===== src/rtl/rd_arb.sv =====
// Two-client round-robin read arbiter in front of a single in-order memory read bus.
// A tag FIFO remembers which client issued each outstanding read so responses are routed back with the address.
module rd_arb #(
    parameter int AW        = 32,
    parameter int DW        = 32,
    parameter int OST_DEPTH = 8
) (
    input  logic                         clk,
    input  logic                         rst,
    input  logic                         imap_req,
    input  logic [AW-1:0]                imap_addr,
    input  logic                         imap_vld,
    output logic                         imap_rdy,
    output logic [AW-1:0]                imap_rsp_addr,
    output logic [DW-1:0]                imap_rsp_data,
    output logic                         imap_rsp_vld,
    input  logic                         imap_rsp_rdy,
    input  logic                         wgt_req,
    input  logic [AW-1:0]                wgt_addr,
    input  logic                         wgt_vld,
    output logic                         wgt_rdy,
    output logic [AW-1:0]                wgt_rsp_addr,
    output logic [DW-1:0]                wgt_rsp_data,
    output logic                         wgt_rsp_vld,
    input  logic                         wgt_rsp_rdy,
    output logic [AW-1:0]                mem_addr,
    output logic                         mem_vld,
    input  logic                         mem_rdy,
    input  logic [DW-1:0]                mem_rsp_data,
    input  logic                         mem_rsp_vld,
    output logic                         mem_rsp_rdy,
    output logic [$clog2(OST_DEPTH):0]   ost_cnt,
    output logic                         rsp_err
);

    localparam int PW = (OST_DEPTH > 1) ? $clog2(OST_DEPTH) : 1;
    localparam int CW = $clog2(OST_DEPTH) + 1;

    typedef enum logic {
        CL_IMAP = 1'b0,
        CL_WGT  = 1'b1
    } client_t;

    client_t       fifo_id   [OST_DEPTH];
    logic [AW-1:0] fifo_addr [OST_DEPTH];
    logic [PW-1:0] wr_ptr;
    logic [PW-1:0] rd_ptr;
    client_t       rr;
    client_t       gnt;
    client_t       head_id;
    logic [AW-1:0] head_addr;
    logic          imap_elig;
    logic          wgt_elig;
    logic          any_elig;
    logic          fifo_full;
    logic          fifo_empty;
    logic          issue;
    logic          pop;

    always_comb begin
        imap_elig  = imap_req & imap_vld;
        wgt_elig   = wgt_req & wgt_vld;
        any_elig   = imap_elig | wgt_elig;
        // A lone eligible client wins; rr only breaks ties.
        gnt        = (wgt_elig & (~imap_elig | (rr == CL_WGT))) ? CL_WGT : CL_IMAP;
        fifo_full  = (ost_cnt == CW'(OST_DEPTH));
        fifo_empty = (ost_cnt == '0);

        mem_vld    = any_elig & ~fifo_full;
        mem_addr   = '0;
        if (any_elig)
            mem_addr = (gnt == CL_WGT) ? wgt_addr : imap_addr;
        imap_rdy   = imap_elig & (gnt == CL_IMAP) & mem_rdy & ~fifo_full;
        wgt_rdy    = wgt_elig & (gnt == CL_WGT) & mem_rdy & ~fifo_full;
        issue      = mem_vld & mem_rdy;

        head_id       = fifo_id[rd_ptr];
        head_addr     = fifo_addr[rd_ptr];
        imap_rsp_vld  = mem_rsp_vld & ~fifo_empty & (head_id == CL_IMAP);
        wgt_rsp_vld   = mem_rsp_vld & ~fifo_empty & (head_id == CL_WGT);
        imap_rsp_addr = head_addr;
        wgt_rsp_addr  = head_addr;
        imap_rsp_data = mem_rsp_data;
        wgt_rsp_data  = mem_rsp_data;
        mem_rsp_rdy   = ~fifo_empty & ((head_id == CL_WGT) ? wgt_rsp_rdy : imap_rsp_rdy);
        pop           = mem_rsp_vld & mem_rsp_rdy;
    end

    // Storage needs no reset: the pointers and count define what is valid.
    always_ff @(posedge clk) begin
        if (issue) begin
            fifo_id[wr_ptr]   <= gnt;
            fifo_addr[wr_ptr] <= mem_addr;
        end
    end

    always_ff @(posedge clk) begin
        if (rst) begin
            wr_ptr  <= '0;
            rd_ptr  <= '0;
            ost_cnt <= '0;
            rr      <= CL_IMAP;
            rsp_err <= 1'b0;
        end else begin
            if (issue) begin
                wr_ptr <= wr_ptr + 1'b1;
                rr     <= (gnt == CL_IMAP) ? CL_WGT : CL_IMAP;
            end
            if (pop)
                rd_ptr <= rd_ptr + 1'b1;
            case ({issue, pop})
                2'b10:   ost_cnt <= ost_cnt + 1'b1;
                2'b01:   ost_cnt <= ost_cnt - 1'b1;
                default: ost_cnt <= ost_cnt;
            endcase
            if (mem_rsp_vld & fifo_empty)
                rsp_err <= 1'b1;
        end
    end

endmodule

===== config.mk =====
export PLATFORM = sky130hd
export DESIGN_NAME = rd_arb
export DESIGN_NICKNAME = d
export VERILOG_FILES = /design/src/rtl/rd_arb.sv
export SDC_FILE = /design/constraint.sdc
export NUM_CORES = 1
export LEC_CHECK = 0
export ABC_CLOCK_PERIOD_IN_PS = 7000
export BUFFER_PORTS_ARGS = -buffer_cell sky130_fd_sc_hd__buf_4
export CORE_MARGIN = 2
export CORE_UTILIZATION = 35
export CTS_CLUSTER_SIZE = 30
export DETAILED_ROUTE_END_ITERATION = 10
export PLACE_DENSITY = 0.64
export REMOVE_ABC_BUFFERS = 1
export SLEW_MARGIN = 5
export SYNTH_ARGS = -nofsm -noshare
export SYNTH_HDL_FRONTEND = slang
export SYNTH_SLANG_ARGS = --single-unit

===== constraint.sdc =====
create_clock -name clk -period 7 [get_ports clk]
set_input_delay 1.4 -clock clk [delete_from_list [all_inputs] [get_ports clk]]
set_output_delay 1.4 -clock clk [all_outputs]
set_load 0.005 [all_outputs]

==> results.ini, run 1 <==
[setup_path]
crit_buf_inv=2
timing.critical_path.from=imap_req
path_delay_family=simple AND/OR/NAND/NOR gates
critPathLaunchType=primary input
crit_fanout=32
cp-end-kind=output port
worstSetupEndpoint=mem_addr[23]
critPathKind=primary input to output port
reg2reg_depth=10
slowest_delay_ps=890
slowest_stage=nor2_4
crit_chain=buf_4 > nand2_1 > nor2_1 > nor2_4 > nor2_4 > a22o_1 > buf_4
r2r-end=ost_cnt[2]
rrSetupSlack_ps=3200
cp.arrival_ps=3420
required_ps=5600
path_depth=7

[grt]
grt_usage_pct=15.3
grt_pass1_wl_um=39700
grt_max_degree=44
grt_overflow_total=0
antenna_found_initial=0
grt_pass1_vias=6147

[flow_run]
max_cap_violations=0

[logic_synthesis]
yosys-top-cells-area=edfxtp_1 68%, mux4_2 13%, buf_4 6.2%
synth_xor_area_share_pct=0.449
synth_top_area_share_pct=67.7
synth_seq_cells=279
yosys.cell_types.count=36
synthesis.area_um2=11700
synthCells=612
syn_avg_cell_area_um2=19.1
yosys_warnings=0
synthSimpleGateAreaFrac_pct=1.97
synth-adder-area-share_pct=0.535
synth-seq-area-share_pct=70.3
synth_compound_area_share_pct=3.21
synth_largest_area_cell=edfxtp_1
synthMuxAreaShare_pct=16.4
synth_top_family_by_area=multiplexers

[sta]
finalCriticalPeriod_ps=4820
setup_viol=0
whs_ps=487
period_share_pct=68.9
clock.fmax_mhz=207
tns_ps=0
hold_viol_final=0
tightestPinTransition_ps=1200
rsz0062_at_grt=no
max_slew_margin_pct=19.9
fin_worst_skew_ps=13.5
final-max-slew-violation-count=0

[cells_and_area]
diodes=0
fillers=2889
drive_above_1_share_pct=47.4
fin_util_pct=42.7
multiInputGateArea_um2=2700
nNetsFinal=829
seq_area_um2=8240
fin_area_um2=14000
syn_to_final_growth_pct=19.3

[drt]
wl_per_cell_um=22.8
viasPerCell=5.02
drt_iter0_markers=350
dr.pass1.iters=4
totalWireLength_um=26900
drc=0
vias=5920
antenna_left=0

[place]
placed_area_um2=13000
place_congestion=0.657
dp_hpwl_um=16500
port_buffers=180

[clock_tree]
clock_latency_ps=530
ctsResizeCount=0
cts_root_buffer=clkbuf_16
cts_sinks=279
cts_tree=yes
cts_buffers=29
cts_max_level=1
cts_hold_buf=0
cts_buffer_depth=3
clk_pin_slew_worst_paths_ps=60
cts_setup_buffers=0

[floorplan]
io_pins=277
die_w_um=187
dieArea_um2=34900
core_um2=32700
rows=66
start_util_pct=35.8
die_y_um=187

[power_and_ir_drop]
p_leak_nw=4.77
powerDensity_nw_per_um2=274
irDropWorstVdd_v=0.000154
finalPower_mw=3.82

[worst_hold_path]
hold_class=flop to flop

[status]
status=finished, final reports clean

worst min-delay path by stage:
stage / to / cells after the start / start
2_1_floorplan: rsp_err / 2 / rsp_err
3_3_place_gp: rsp_err / 2 / rsp_err
3_5_place_dp: rsp_err / 2 / rsp_err
4_1_cts: rsp_err / 2 / rsp_err
5_1_grt: rr / 2 / rr
6_report: rsp_err / 2 / rsp_err
final cells by class:
| class | instances | area share, % |
|---|---|---|
| clock inverter | 15 | 1.62 |
| timing repair buffer | 197 | 10.6 |
| tap | 442 | 3.96 |
| sequential | 279 | 59.0 |
| clock buffer | 36 | 5.39 |
| multi-input combinational | 208 | 19.4 |
| inverter | 3 | 0.0807 |
flip-flops by register name, indices dropped and copies added (netlist names), named ones only:
register and count:
rsp_err 1, fifo_addr 256, ost_cnt 4, rr 1, wr_ptr 3, rd_ptr 3, fifo_id 8
metal layers:
metal | vias up | GRT usage, % | share of wire [%]
li1 | 2568 | - | -
met1 | 3065 | 21.0 | 44
met2 | 255 | 22.7 | 45
met3 | 28 | 6.25 | 10
met4 | 4 | 2.69 | 1.1
met5 | - | 3.98 | 0.50
Yosys cell counts (all sizes together):
cell,number
a21o,1
a21oi,6
a22o,32
a22oi,1
and2,1
buf,103
clkbuf,19
dfxtp,15
edfxtp,264
ha,5
inv,3
mux2,32
mux2i,5
mux4,66
nand2,9
nand2b,3
nand3,1
nor2,19
nor3,8
nor3b,1
nor4,2
nor4b,1
nor4bb,2
o21a,2
o21ai,2
o21ba,1
o41a,1
or3,1
xnor2,2
xor2,4
kinds of logic after synthesis:
group / after synthesis
AO/OA/AOI/OAI: 46
XOR/XNOR: 6
adder cells (fa/ha/maj): 5
buffers and inverters: 125
flip-flops: 279
multiplexers: 103
AND/OR/NAND/NOR: 48
stage by stage:
step | setup slack (ps) | std cells
floorplan | 1500 | 490
finish | 2180 | 1180
global route | 2040 | 1180
detailed placement | 2140 | 1129
CTS | 2140 | 1180
global placement | 2230 | 1129
placed cells by master (no fill, tap or decap), types with 2 or more instances in the layout:
cell	n
edfxtp_1	264
nand2b_1	3
nor2_1	14
mux2_2	32
nor4bb_1	2
dfxtp_4	2
dfxtp_1	12
o21ai_0	2
mux4_2	65
xor2_1	4
nand2_1	9
inv_1	2
mux2i_1	3
clkbuf_16	29
clkinvlp_4	2
nor3_2	4
xnor2_1	2
buf_4	197
clkinv_1	6
clkbuf_1	7
ha_1	5
a22o_1	32
bufinv_16	6
nor2_4	5
nor3_1	4
o21a_1	2
a21oi_1	5
power by group:
group          switching (mW)  internal, mW
Sequential             0.0322          1.86
Combinational           0.149         0.210
Clock                   0.594         0.976
worst min-delay path: stages (launching register included):
cell and delay (ps):
dfxtp_1 330, a21oi_1 40, nor2_1 80
Power figures use the tool's default switching activity.
==> inputs of run 2 (changes only) <==
- ABC_CLOCK_PERIOD_IN_PS: 7000 -> 4100
- PLACE_DENSITY: 0.64 -> 0.66
- clock period: 7 -> 4.1 ns (I/O delays scaled with it)
==> results.ini, run 2 (synthesis results as in run 1) <==
[drt]
dr.pass1.iters=4  ; unchanged
viasPerCell=4.96  ; was 5.02
vias=5896  ; was 5920
antenna_left=0  ; unchanged
totalWireLength_um=26500  ; was 26900 µm
drc=0  ; unchanged
wl_per_cell_um=22.3  ; was 22.8 µm
drt_iter0_markers=384  ; was 350

[clock_tree]
ctsResizeCount=0  ; unchanged
cts_buffer_depth=3  ; unchanged
cts_hold_buf=0  ; unchanged
clk_pin_slew_worst_paths_ps=60  ; about the same
cts_tree=yes  ; unchanged
cts_max_level=1  ; unchanged
clock_latency_ps=530  ; about the same
cts_setup_buffers=0  ; unchanged
cts_sinks=279  ; unchanged
cts_root_buffer=clkbuf_16  ; unchanged
cts_buffers=29  ; unchanged

[power_and_ir_drop]
p_switching_mw=1.32  ; was 0.775 mW
powerDensity_nw_per_um2=450  ; was 274 nW/µm²
clockPowerShare_pct=38.5  ; was 41.1%
combPwrFrac_pct=10.3  ; was 9.4%
swShare_pct=21.0  ; was 20.3%
seq_power_share_pct=51.1  ; was 49.5%
irDropWorstVdd_v=0.000281  ; was 0.000154 V
internal-power_mw=4.94  ; was 3.05 mW
finalPower_mw=6.26  ; was 3.82 mW
p_leak_nw=4.76  ; was 4.77 nW

[place]
dp_hpwl_um=16900  ; was 16500 µm
placedCellCount=1135  ; was 1129
port_buffers=180  ; unchanged
place_congestion=0.672  ; was 0.657

[cells_and_area]
regMostFlops=fifo_addr  ; unchanged
reg.largest.list=fifo_addr x256, fifo_id x8, ost_cnt x4  ; unchanged
syn_to_final_growth_pct=18.9  ; was 19.3%
mostFrequentLayoutCells=264 x edfxtp_1, 202 x buf_4, 65 x mux4_2  ; was 264 x edfxtp_1, 197 x buf_4, 65 x mux4_2
largest_reg_flops=256  ; unchanged
drive_above_1_share_pct=47.7  ; was 47.4%
final_common_cell=edfxtp_1  ; unchanged
nNetsFinal=835  ; was 829
diodes=0  ; unchanged
final_cells=1188  ; was 1180

[setup_path]
crit_fanout=38  ; was 32
path_common_cell=buf_4
cp.arrival_ps=2610  ; was 3420 ps
crit_chain=buf_4 > mux4_2 > mux2_2 > buf_4  ; was buf_4 > nand2_1 > nor2_1 > nor2_4 > nor2_4 > a22o_1 > buf_4
cp-end-kind=output port  ; unchanged
slowest_delay_ps=620  ; was 890 ps
critPathLaunchType=flop  ; was primary input
required_ps=3280  ; was 5600 ps
critPathKind=flop to output port  ; was primary input to output port
slowest_stage=buf_4  ; was nor2_4

[grt]
grt_overflow_total=0  ; unchanged
grt_pass1_wl_um=39000  ; was 39700 µm
antenna_found_initial=0  ; unchanged
grt_usage_pct=14.9  ; was 15.3%
grt_pass1_vias=6044  ; was 6147
grt_max_degree=39  ; was 44

[worst_hold_path]
hold_class=flop to flop  ; unchanged

[floorplan]
io_pins=277  ; unchanged
die_y_um=187  ; unchanged
die_w_um=187  ; unchanged
core_um2=32700  ; unchanged
dieArea_um2=34900  ; unchanged
start_util_pct=35.8  ; unchanged
rows=66  ; unchanged

[sta]
final-max-slew-violation-count=0  ; unchanged
max_slew_margin_pct=48.2  ; was 19.9%
fin_worst_skew_ps=7.88  ; was 13.5 ps
rsz0062_at_grt=no  ; unchanged
setup_viol=0  ; unchanged
clock.fmax_mhz=291
period_share_pct=83.7
finalCriticalPeriod_ps=3430
tightestPinTransition_ps=778  ; was 1200 ps
hold_viol_final=0  ; unchanged

[flow_run]
max_cap_violations=0  ; unchanged

[status]
status=finished, final reports clean  ; unchanged

## run 2: cell types whose count changed in the layout (fill, tap and decap cells not counted)
cell and change:
clkinv_4 -1, clkinvlp_4 +1, clkbuf_1 +6, bufinv_16 -5, clkinv_1 -4, buf_4 +5
clkbuf_8 +2, buf_12 +1, clkinv_2 +3
## run 2: cell type report
class,count,area [µm²]
fill,2879,18800
clock inverter,9,75.1
multi-input combinational,208,2700
inverter,3,11.3
timing repair buffer,203,1540
tap,442,553
sequential,279,8240
clock buffer,44,802
## run 2: layer usage
metal / up-vias / track usage (%) / wire [µm]
li1: 2589 / - / -
met1: 3030 / 21.1 / 11800
met2: 246 / 22.0 / 11800
met3: 27 / 5.35 / 2480
met4: 4 / 2.69 / 269
met5: - / 2.47 / 80
## run 2: per-stage QoR
| stage | worst slack (ps) | TNS, ps | util (%) | cell area [µm²] | hold WS (ps) |
|---|---|---|---|---|---|
| floorplan | -1330 | -69760 | - | 10900 | 460 |
| global placement | 703 | 0 | 39.9 | 13000 | 466 |
| detailed placement | 650 | 0 | 39.9 | 13000 | 466 |
| CTS | 558 | 0 | 42.6 | 13900 | 487 |
| global route | 482 | 0 | 42.6 | 13900 | 533 |
| finish | 669 | 0 | 42.6 | 13900 | 480 |
## run 2: final timing paths
path	startpoint	end	slack, ps	depth (start not counted)
worst max register to register	flop	ost_cnt[2]	980	10
worst max-delay path	flop	imap_rsp_addr[9]	670	4
worst min register to register	rsp_err	rsp_err	480	2
worst min-delay path	rsp_err	rsp_err	480	2
## run 2: critical path, delay by kind of cell (launching register included)
family / cells / cell delay [ps]
buffers and inverters: 2 / 770
DFF: 1 / 380
muxes: 2 / 900
## run 2: power groups by stage
| stage | clock network (mW) | logic, mW | registers [mW] |
|---|---|---|---|
| 6_report | 2.41 | 0.646 | 3.20 |
| 2_1_floorplan | 0 | 0.315 | 3.29 |
| 3_5_place_dp | 0 | 0.661 | 3.26 |
| 5_1_grt | 2.60 | 0.705 | 3.20 |
| 3_3_place_gp | 0 | 0.654 | 3.26 |
| 4_1_cts | 2.48 | 0.663 | 3.20 |
